### src/rtl/ahblite_busmatrix_outputstage_pkg.sv
// rtl/ahblite_busmatrix_outputstage_pkg.sv - AHB-Lite transfer/response codes shared by the output stage
package ahblite_busmatrix_outputstage_pkg;

   typedef enum logic [1:0] {
      HTRANS_IDLE   = 2'b00,
      HTRANS_BUSY   = 2'b01,
      HTRANS_NONSEQ = 2'b10,
      HTRANS_SEQ    = 2'b11
   } htrans_e;

   typedef enum logic [1:0] {
      HRESP_OKAY  = 2'b00,
      HRESP_ERROR = 2'b01
   } hresp_e;

   // NONSEQ or SEQ: the port wants a new address phase.
   function automatic logic htrans_is_req(input logic [1:0] trans);
      return trans[1];
   endfunction

   // SEQ or BUSY: the port is continuing a burst it already owns.
   function automatic logic htrans_is_cont(input logic [1:0] trans);
      return (trans == HTRANS_SEQ) || (trans == HTRANS_BUSY);
   endfunction

endpackage

### src/rtl/ahblite_rr_arbiter2.sv
// rtl/ahblite_rr_arbiter2.sv - two-port round-robin arbiter with burst lock and stall freeze
module ahblite_rr_arbiter2
   import ahblite_busmatrix_outputstage_pkg::*;
(
   input  logic       clk_i,
   input  logic       rst_i,
   input  logic [1:0] req_i,
   input  logic [1:0] cont_i,
   input  logic       ready_i,
   input  logic       err_i,
   output logic       gnt_valid_o,
   output logic       gnt_port_o
);

   logic last_gnt_q, last_gnt_d;
   logic lock_q, lock_d;
   logic lock_port_q, lock_port_d;
   logic hold_q, hold_d;
   logic hold_valid_q, hold_valid_d;
   logic hold_port_q, hold_port_d;

   logic gv;
   logic gp;

   // A stalled address phase stays with whoever owned it when the stall began.
   always_comb begin
      gv = 1'b0;
      gp = 1'b0;
      if (hold_q) begin
         gv = hold_valid_q;
         gp = hold_port_q;
      end else if (lock_q && cont_i[lock_port_q]) begin
         gv = 1'b1;
         gp = lock_port_q;
      end else if (req_i[0] && req_i[1]) begin
         gv = 1'b1;
         gp = ~last_gnt_q;
      end else if (req_i[0] || req_i[1]) begin
         gv = 1'b1;
         gp = req_i[1];
      end
      if (rst_i) begin
         gv = 1'b0;
      end
   end

   assign gnt_valid_o = gv;
   assign gnt_port_o  = gp;

   always_comb begin
      last_gnt_d   = last_gnt_q;
      lock_d       = lock_q;
      lock_port_d  = lock_port_q;
      hold_d       = ~ready_i;
      hold_valid_d = gv;
      hold_port_d  = gp;
      if (ready_i) begin
         lock_d = gv & (req_i[gp] | cont_i[gp]);
         if (gv) begin
            last_gnt_d  = gp;
            lock_port_d = gp;
         end
      end
      if (err_i) begin
         lock_d = 1'b0;
      end
   end

   always_ff @(posedge clk_i or posedge rst_i) begin
      if (rst_i) begin
         last_gnt_q   <= 1'b1;
         lock_q       <= 1'b0;
         lock_port_q  <= 1'b0;
         hold_q       <= 1'b0;
         hold_valid_q <= 1'b0;
         hold_port_q  <= 1'b0;
      end else begin
         last_gnt_q   <= last_gnt_d;
         lock_q       <= lock_d;
         lock_port_q  <= lock_port_d;
         hold_q       <= hold_d;
         hold_valid_q <= hold_valid_d;
         hold_port_q  <= hold_port_d;
      end
   end

endmodule

### src/rtl/ahblite_busmatrix_outputstage.sv
// rtl/ahblite_busmatrix_outputstage.sv - bus matrix slave-side output stage for two decoder ports
module ahblite_busmatrix_outputstage
   import ahblite_busmatrix_outputstage_pkg::*;
#(
   parameter int ADDR_W = 32,
   parameter int DATA_W = 32
) (
   input  logic              HCLK,
   input  logic              HRESET,
   input  logic              HSEL_P0,
   input  logic [ADDR_W-1:0] HADDR_P0,
   input  logic [1:0]        HTRANS_P0,
   input  logic              HWRITE_P0,
   input  logic [2:0]        HSIZE_P0,
   input  logic [DATA_W-1:0] HWDATA_P0,
   input  logic              HSEL_P1,
   input  logic [ADDR_W-1:0] HADDR_P1,
   input  logic [1:0]        HTRANS_P1,
   input  logic              HWRITE_P1,
   input  logic [2:0]        HSIZE_P1,
   input  logic [DATA_W-1:0] HWDATA_P1,
   output logic              ACTIVE_P0,
   output logic              ACTIVE_P1,
   output logic              HSEL_S,
   output logic [ADDR_W-1:0] HADDR_S,
   output logic [1:0]        HTRANS_S,
   output logic              HWRITE_S,
   output logic [2:0]        HSIZE_S,
   output logic [DATA_W-1:0] HWDATA_S,
   output logic              HREADY_S,
   input  logic              HREADYOUT_S,
   input  logic [1:0]        HRESP_S,
   input  logic [DATA_W-1:0] HRDATA_S,
   output logic              HREADYOUT,
   output logic [1:0]        HRESP,
   output logic [DATA_W-1:0] HRDATA
);

   logic [1:0] req;
   logic [1:0] cont;
   logic       gnt_valid;
   logic       gnt_port;
   logic       dp_valid_q, dp_valid_d;
   logic       dp_port_q, dp_port_d;

   assign req[0]  = HSEL_P0 & htrans_is_req(HTRANS_P0);
   assign req[1]  = HSEL_P1 & htrans_is_req(HTRANS_P1);
   assign cont[0] = HSEL_P0 & htrans_is_cont(HTRANS_P0);
   assign cont[1] = HSEL_P1 & htrans_is_cont(HTRANS_P1);

   ahblite_rr_arbiter2 u_arb (
      .clk_i       (HCLK),
      .rst_i       (HRESET),
      .req_i       (req),
      .cont_i      (cont),
      .ready_i     (HREADYOUT_S),
      .err_i       (HRESP_S == HRESP_ERROR),
      .gnt_valid_o (gnt_valid),
      .gnt_port_o  (gnt_port)
   );

   assign ACTIVE_P0 = gnt_valid & ~gnt_port;
   assign ACTIVE_P1 = gnt_valid & gnt_port;

   always_comb begin
      HSEL_S   = 1'b0;
      HADDR_S  = '0;
      HTRANS_S = HTRANS_IDLE;
      HWRITE_S = 1'b0;
      HSIZE_S  = 3'b000;
      if (ACTIVE_P0) begin
         HSEL_S   = HSEL_P0;
         HADDR_S  = HADDR_P0;
         HTRANS_S = HTRANS_P0;
         HWRITE_S = HWRITE_P0;
         HSIZE_S  = HSIZE_P0;
      end else if (ACTIVE_P1) begin
         HSEL_S   = HSEL_P1;
         HADDR_S  = HADDR_P1;
         HTRANS_S = HTRANS_P1;
         HWRITE_S = HWRITE_P1;
         HSIZE_S  = HSIZE_P1;
      end
   end

   always_comb begin
      dp_valid_d = dp_valid_q;
      dp_port_d  = dp_port_q;
      if (HREADYOUT_S) begin
         dp_valid_d = gnt_valid;
         if (gnt_valid) begin
            dp_port_d = gnt_port;
         end
      end
   end

   always_ff @(posedge HCLK or posedge HRESET) begin
      if (HRESET) begin
         dp_valid_q <= 1'b0;
         dp_port_q  <= 1'b0;
      end else begin
         dp_valid_q <= dp_valid_d;
         dp_port_q  <= dp_port_d;
      end
   end

   // Without an owned data phase the decoders see an idle, always-ready slave.
   assign HWDATA_S  = dp_valid_q ? (dp_port_q ? HWDATA_P1 : HWDATA_P0) : '0;
   assign HREADY_S  = HREADYOUT_S;
   assign HREADYOUT = dp_valid_q ? HREADYOUT_S : 1'b1;
   assign HRESP     = dp_valid_q ? HRESP_S : HRESP_OKAY;
   assign HRDATA    = dp_valid_q ? HRDATA_S : '0;

endmodule

### config.mk
export PLATFORM = sky130hd
export DESIGN_NAME = ahblite_busmatrix_outputstage
export DESIGN_NICKNAME = d
export VERILOG_FILES = /design/src/rtl/ahblite_busmatrix_outputstage_pkg.sv /design/src/rtl/ahblite_rr_arbiter2.sv /design/src/rtl/ahblite_busmatrix_outputstage.sv
export SDC_FILE = /design/constraint.sdc
export NUM_CORES = 1
export LEC_CHECK = 0
export BUFFER_PORTS_ARGS = -buffer_cell sky130_fd_sc_hd__buf_2
export CAP_MARGIN = 20
export CORE_AREA = 2 2 112 114
export CTS_CLUSTER_DIAMETER = 200
export DETAILED_ROUTE_END_ITERATION = 12
export DIE_AREA = 0 0 114 116
export GPL_ROUTABILITY_DRIVEN = 1
export GPL_TIMING_DRIVEN = 0
export SLEW_MARGIN = 20
export SYNTH_ARGS = -nofsm -noshare
export SYNTH_HDL_FRONTEND = slang
export SYNTH_SLANG_ARGS = --single-unit
### constraint.sdc
create_clock -name HCLK -period 2.3 [get_ports HCLK]
set_input_delay 0.23 -clock HCLK [delete_from_list [all_inputs] [get_ports HCLK]]
set_output_delay 0.23 -clock HCLK [all_outputs]
set_load 0.01 [all_outputs]
==> flow_metrics.py, run 1 <==
metrics = {
    "placed_design": {
        "post-place-ws_ns": -0.0337,
        "post_dp_cell_area_um2": 3180,
        "port-buffer-count": 287,
        "gp_congestion": 0.781,
        "hpwl_um": 8290,
    },
    "yosys": {
        "synth_ff_type": "dfrtp_1",
        "yosys.area.top_type": "a22o_1",
        "yosysUniqueCellTypes": 25,
        "syn_inst": 194,
        "ys_top_cells_by_area": "a22o_1 23%, mux2i_1 21%, and2_1 14%",
        "avgSynthCellArea_um2": 8.04,
        "ys_ff_latch": 7,
        "synth_nets": 373,
        "synth_edf_count": 0,
        "ys_warn_count": 0,
        "ys_seq_area_share_pct": 11.3,
        "ys_async_sr_fraction_pct": 100,
        "synth_top_cell_area_share_pct": 23.0,
        "yosysMostFrequentCell": "a22o_1",
        "syn_area_um2": 1560,
        "synth_common_cells": "41 x a22o_1, 35 x and2_1, 32 x mux2i_1, 32 x nor2b_1, 12 x clkbuf_1",
    },
    "grt": {
        "track_usage_pct": 12.7,
        "grt_max_degree": 11,
        "grt_pass1_wl_um": 12900,
        "antenna_found_initial": 0,
        "grt_overflow_total": 0,
        "grt_pass1_vias": 2501,
    },
    "sta": {
        "tightest_slew_ns": 0.745,
        "fmax_mhz": 447,
        "timing.final.max_slew_violations": 0,
        "slew_headroom_pct": 50.3,
        "skew_ns": 0.00125,
        "rsz0062_at_grt": "no",
        "finalCriticalPeriod_ns": 2.23,
        "hold_viol_final": 0,
        "period_share_pct": 97.2,
        "setup_violations": 0,
        "holdWs_ns": 0.0280,
        "setup_ws_ns": 0.0653,
    },
    "setup_path": {
        "setup.worst_path.end_class": "primary output",
        "crit_fanout": 10,
        "required_ns": 2.07,
        "crit_arrival_ns": 2.00,
        "worstSetupPathType": "reg -> out",
        "critPathLaunchType": "register",
    },
    "cts": {
        "clock_path_buffers": 2,
        "path_clk_slew_ns": 0.04,
        "cts_root_buf": "clkbuf_16",
        "cts_made_buffers": 3,
        "h-tree-depth": 1,
        "clk_latency_ns": 0.23,
        "cts.sinks": 7,
        "cts_tree": "built",
    },
    "status": {
        "outcome": "finished, final reports clean",
    },
    "drt": {
        "drc_errors": 0,
        "wl_um": 9450,
        "dr.pass1.iters": 4,
        "first_iter_violations": 71,
        "vias": 2605,
        "viasPerCell": 4.10,
        "wl_per_cell_um": 14.9,
        "postRouteAntennaNets": 0,
    },
    "layout": {
        "drive_above_1_share_pct": 63.3,
        "num_antenna_cells": 0,
        "final_area_um2": 3310,
        "syn_to_final_growth_pct": 112,
        "fillCellCount": 1332,
        "fin_nets": 668,
    },
    "power": {
        "p_leak_nw": 1.98,
        "powerDensity_nw_per_um2": 355,
        "ir_worst_vdd_v": 0.000170,
        "fin_total_pwr_mw": 1.18,
    },
    "die": {
        "core-area_um2": 11900,
        "rows": 40,
        "ios": 288,
        "die_w_um": 114,
        "start_util_pct": 13.1,
        "die-area_um2": 13200,
        "die_h_um": 116,
    },
    "min_path": {
        "hold_path_class": "in -> async",
    },
    "flow_run": {
        "maxCapViolCount": 0,
    },
}
-- per-stage QoR --
stage / util [%] / std cells / setup TNS [ns]
2_1_floorplan: - / 194 / 0
3_3_place_gp: 26.7 / 628 / -0.0793
3_5_place_dp: 26.7 / 628 / -0.104
4_1_cts: 27.8 / 635 / 0
5_1_grt: 27.8 / 635 / 0
6_report: 27.8 / 635 / 0
-- worst max-delay path, cell delays in order (launching register included) --
cell	delay (ns)
dfrtp_1	0.36
buf_6	0.12
nand4b_1	0.16
and3_4	0.18
a21o_1	0.17
and2_4	0.14
buf_6	0.13
buf_6	0.14
a22o_1	0.23
buf_2	0.14
-- flip-flops by register name (all words and copies together) (netlist names) --
name and cells:
u_arb.hold_valid_q 1, u_arb.hold_q 1, u_arb.last_gnt_q 1, dp_valid_q 1, u_arb.lock_q 1, u_arb.hold_port_q 1
u_arb.lock_port_q 1
-- worst paths after layout --
kind	cells past startpoint	endpoint	start	slack, ns
worst max register to register	7	u_arb.lock_q	u_arb.lock_port_q	0.54
worst max-delay path	9	HADDR_S[6]	u_arb.lock_port_q	0.07
min in group HCLK	2	u_arb.lock_q	HREADYOUT_S	0.28
worst min register to register	1	u_arb.last_gnt_q	u_arb.last_gnt_q	0.56
max in group asynchronous	3	u_arb.hold_q	HRESET	1.55
worst min-delay path	2	u_arb.last_gnt_q	HRESET	0.03
-- power by group --
| part | leakage, nW | internal (mW) | switching [mW] |
|---|---|---|---|
| Clock | 0.0382 | 0.231 | 0.0678 |
| Combinational | 1.86 | 0.370 | 0.359 |
| Sequential | 0.0876 | 0.140 | 0.00975 |
-- logic make-up after synthesis --
| family | synth area share (%) |
|---|---|
| simple gates | 30.3 |
| compound gates | 27.8 |
| mux | 21.3 |
| buf+inv | 9.31 |
| flops | 11.3 |
-- metal layers --
layer  part of all wire (%)  up-vias  GRT usage (%)
li1                       -     1282              -
met1                     34     1146           12.4
met2                     57      173           28.5
met3                    8.1        4           1.05
met4                   0.58        0           2.20
met5                      0        -              0
-- cell usage in the layout, fill, tap and decap left out, types with 4 or more instances in the layout --
cell,n
buf_6,5
dfrtp_1,6
inv_1,4
buf_2,289
a22o_1,41
clkbuf_1,10
and2_1,34
mux2i_1,32
nand2_1,6
nor2b_1,32
-- what timing repair did --
action	4_1_cts	5_1_grt
endpoints found under the setup margin	39	18
pin swaps	2	2
gates resized for setup	7	2
buffers inserted	2	0
hold buffers	1	0
hold endpoints to repair	6	0
-- area by class of cell --
class | count | area (µm²) | area share (%)
repair buffers | 290 | 1460 | 44.1
clock buffers | 4 | 78.8 | 2.38
plain buffers | 21 | 143 | 4.31
well taps | 147 | 184 | 5.55
multi-input cells | 162 | 1250 | 37.9
flip-flops and latches | 7 | 176 | 5.33
inverters | 4 | 15.0 | 0.453
No activity file was read; power rests on OpenSTA's default activity.
==> run 2: changes to the inputs <==
CORE_AREA = 2 2 111 113   (was 2 2 112 114)
DIE_AREA = 0 0 113 115   (was 0 0 114 116)
clock period = 2.85 ns   (was 2.3 ns; I/O delays follow)
==> run 2 against run 1 <==
Compared with the run above: the flow now finishes with violations (DRC); via count down 0.46%; combinational power down 22%; register-to-register slack better by 0.46 ns; global-route usage down 0.58 points; clock skew up 0.0015 ns; first-iteration DRC count up 8.5%; critical path depth down 2; power down 21%; sequential share of layout area up 0.071 points; critical path type unchanged; highest routed layer is now met5.
==> flow_metrics.py, run 2 (synthesized netlist as in run 1, its figures left out) <==
metrics = {
    "power": {
        "clock_power_share_pct": 25.6,
        "switchingPower_mw": 0.336,
        "swShare_pct": 36.3,
        "ir_worst_vdd_v": 0.000128,
        "pwr-share-seq_pct": 13.0,
        "p_leak_nw": 1.96,
        "internal-power_mw": 0.589,
        "comb_power_share_pct": 61.4,
        "powerDensity_nw_per_um2": 283,
    },
    "sta": {
        "tightest_slew_ns": 0.720,
        "rsz0062_at_grt": "no",
        "skew_ns": 0.00273,
        "setup_violations": 0,
        "timing.final.max_slew_violations": 0,
        "slew_headroom_pct": 52.0,
        "holdWs_ns": 0.0928,
        "final.setup.tns_ns": 0,
        "finalCriticalPeriod_ns": 2.63,
        "fmax_mhz": 381,
        "hold_viol_final": 0,
        "period_share_pct": 92.2,
    },
    "die": {
        "die_w_um": 113,
        "ios": 288,
        "die_h_um": 115,
        "die-area_um2": 13000,
        "rows": 40,
        "core-area_um2": 11800,
        "start_util_pct": 13.2,
    },
    "cts": {
        "cts_tree": "built",
        "h-tree-depth": 1,
        "cts_hold_buf": 1,
        "path_clk_slew_ns": 0.04,
        "cts_setup_buffers": 0,
        "clock_path_buffers": 2,
        "cts_made_buffers": 3,
        "cts.sinks": 7,
        "clk_latency_ns": 0.23,
        "ctsResizeCount": 0,
        "cts_root_buf": "clkbuf_16",
    },
    "drt": {
        "wl_per_cell_um": 14.4,
        "viasPerCell": 4.10,
        "first_iter_violations": 77,
        "postRouteAntennaNets": 0,
        "drc_errors": 20,
        "dr.pass1.iters": 9,
        "wl_um": 9100,
        "vias": 2593,
    },
    "setup_path": {
        "crit_chain": "buf_6, nand4b_1, and3_4, a211oi_1, clkbuf_1, a22o_1, buf_2",
        "critPathTopFamily": "buffers and inverters",
        "critPathLaunchType": "register",
        "crit_fanout": 10,
        "critPathBufInv": 3,
        "crit_arrival_ns": 2.34,
        "worstSetupPathType": "reg -> out",
        "max_stage_delay_ns": 0.44,
        "required_ns": 2.57,
        "setup.worst_path.end_class": "primary output",
        "cp_slowest_cell": "clkbuf_1",
    },
    "grt": {
        "grtUsageMet2_pct": 27.8,
        "grt.met3_usage_pct": 2.58,
        "grt_pass1_vias": 2382,
        "grt_use_met1_pct": 10.4,
        "grt_overflow_total": 0,
        "antenna_found_initial": 1,
        "track_usage_pct": 12.1,
        "grt_pass1_wl_um": 12200,
        "grt.busiest_layer": "met2",
        "grt_max_degree": 11,
    },
    "layout": {
        "final_common_cell": "buf_2",
        "drive_above_1_share_pct": 62.1,
        "syn_to_final_growth_pct": 110,
        "layout_common_cells": "289 x buf_2, 41 x a22o_1, 35 x and2_1",
        "final_area_um2": 3270,
        "fin_nets": 666,
        "num_antenna_cells": 0,
    },
    "placed_design": {
        "hpwl_um": 8080,
        "port-buffer-count": 287,
        "gp_congestion": 0.787,
        "post_dp_cell_area_um2": 3180,
    },
    "flow_run": {
        "maxCapViolCount": 0,
    },
    "status": {
        "outcome": "finished, violations left",
        "violations": "DRC",
    },
    "min_path": {
        "hold_path_class": "in -> async",
    },
}
## run 2: worst register-to-register path, delay by kind of cell, from the launching register on
kind | cells | cell delay [ns]
compound gates | 2 | 0.43
buf+inv | 3 | 0.42
flops | 1 | 0.36
simple gates | 3 | 0.52
## run 2: power groups by stage
stage,logic (mW),clock network (mW),registers [mW]
global route,0.619,0.247,0.122
detailed placement,0.575,0,0.122
floorplan,0.301,0,0.119
global placement,0.573,0,0.122
CTS,0.578,0.240,0.121
finish,0.568,0.237,0.121
## run 2: stage by stage
| step | util (%) | total power [mW] | cells | worst slack, ns |
|---|---|---|---|---|
| 2_1_floorplan | - | 0.420 | 194 | 0.899 |
| 3_3_place_gp | 26.9 | 0.696 | 628 | 0.370 |
| 3_5_place_dp | 26.9 | 0.697 | 628 | 0.426 |
| 4_1_cts | 27.7 | 0.940 | 633 | 0.182 |
| 5_1_grt | 27.7 | 0.989 | 633 | 0.0390 |
| 6_report | 27.7 | 0.925 | 633 | 0.222 |
## run 2: layer usage
layer / share of wire (%) / vias up
met5: 0.14 / -
met4: 0.27 / 2
met3: 10 / 4
met2: 58 / 171
met1: 31 / 1137
li1: - / 1279
## run 2: worst paths after layout
path | slack [ns] | from | cells past startpoint | to
worst max-delay path | 0.22 | u_arb.lock_port_q | 7 | HADDR_S[2]
worst min-delay path | 0.09 | HRESET | 2 | u_arb.last_gnt_q
worst max register to register | 1.00 | u_arb.lock_port_q | 8 | u_arb.lock_port_q
worst min register to register | 0.57 | u_arb.last_gnt_q | 1 | u_arb.last_gnt_q
max in group asynchronous | 2.05 | HRESET | 3 | u_arb.hold_port_q
min in group HCLK | 0.35 | HREADYOUT_S | 2 | u_arb.hold_q
## run 2: cell type report
class | count | area, µm²
buffer | 21 | 130
clock buffer | 4 | 78.8
fill | 1341 | 8540
inverter | 4 | 15.0
multi-input combinational | 162 | 1240
sequential | 7 | 176
tap | 147 | 184
timing repair buffer | 288 | 1450
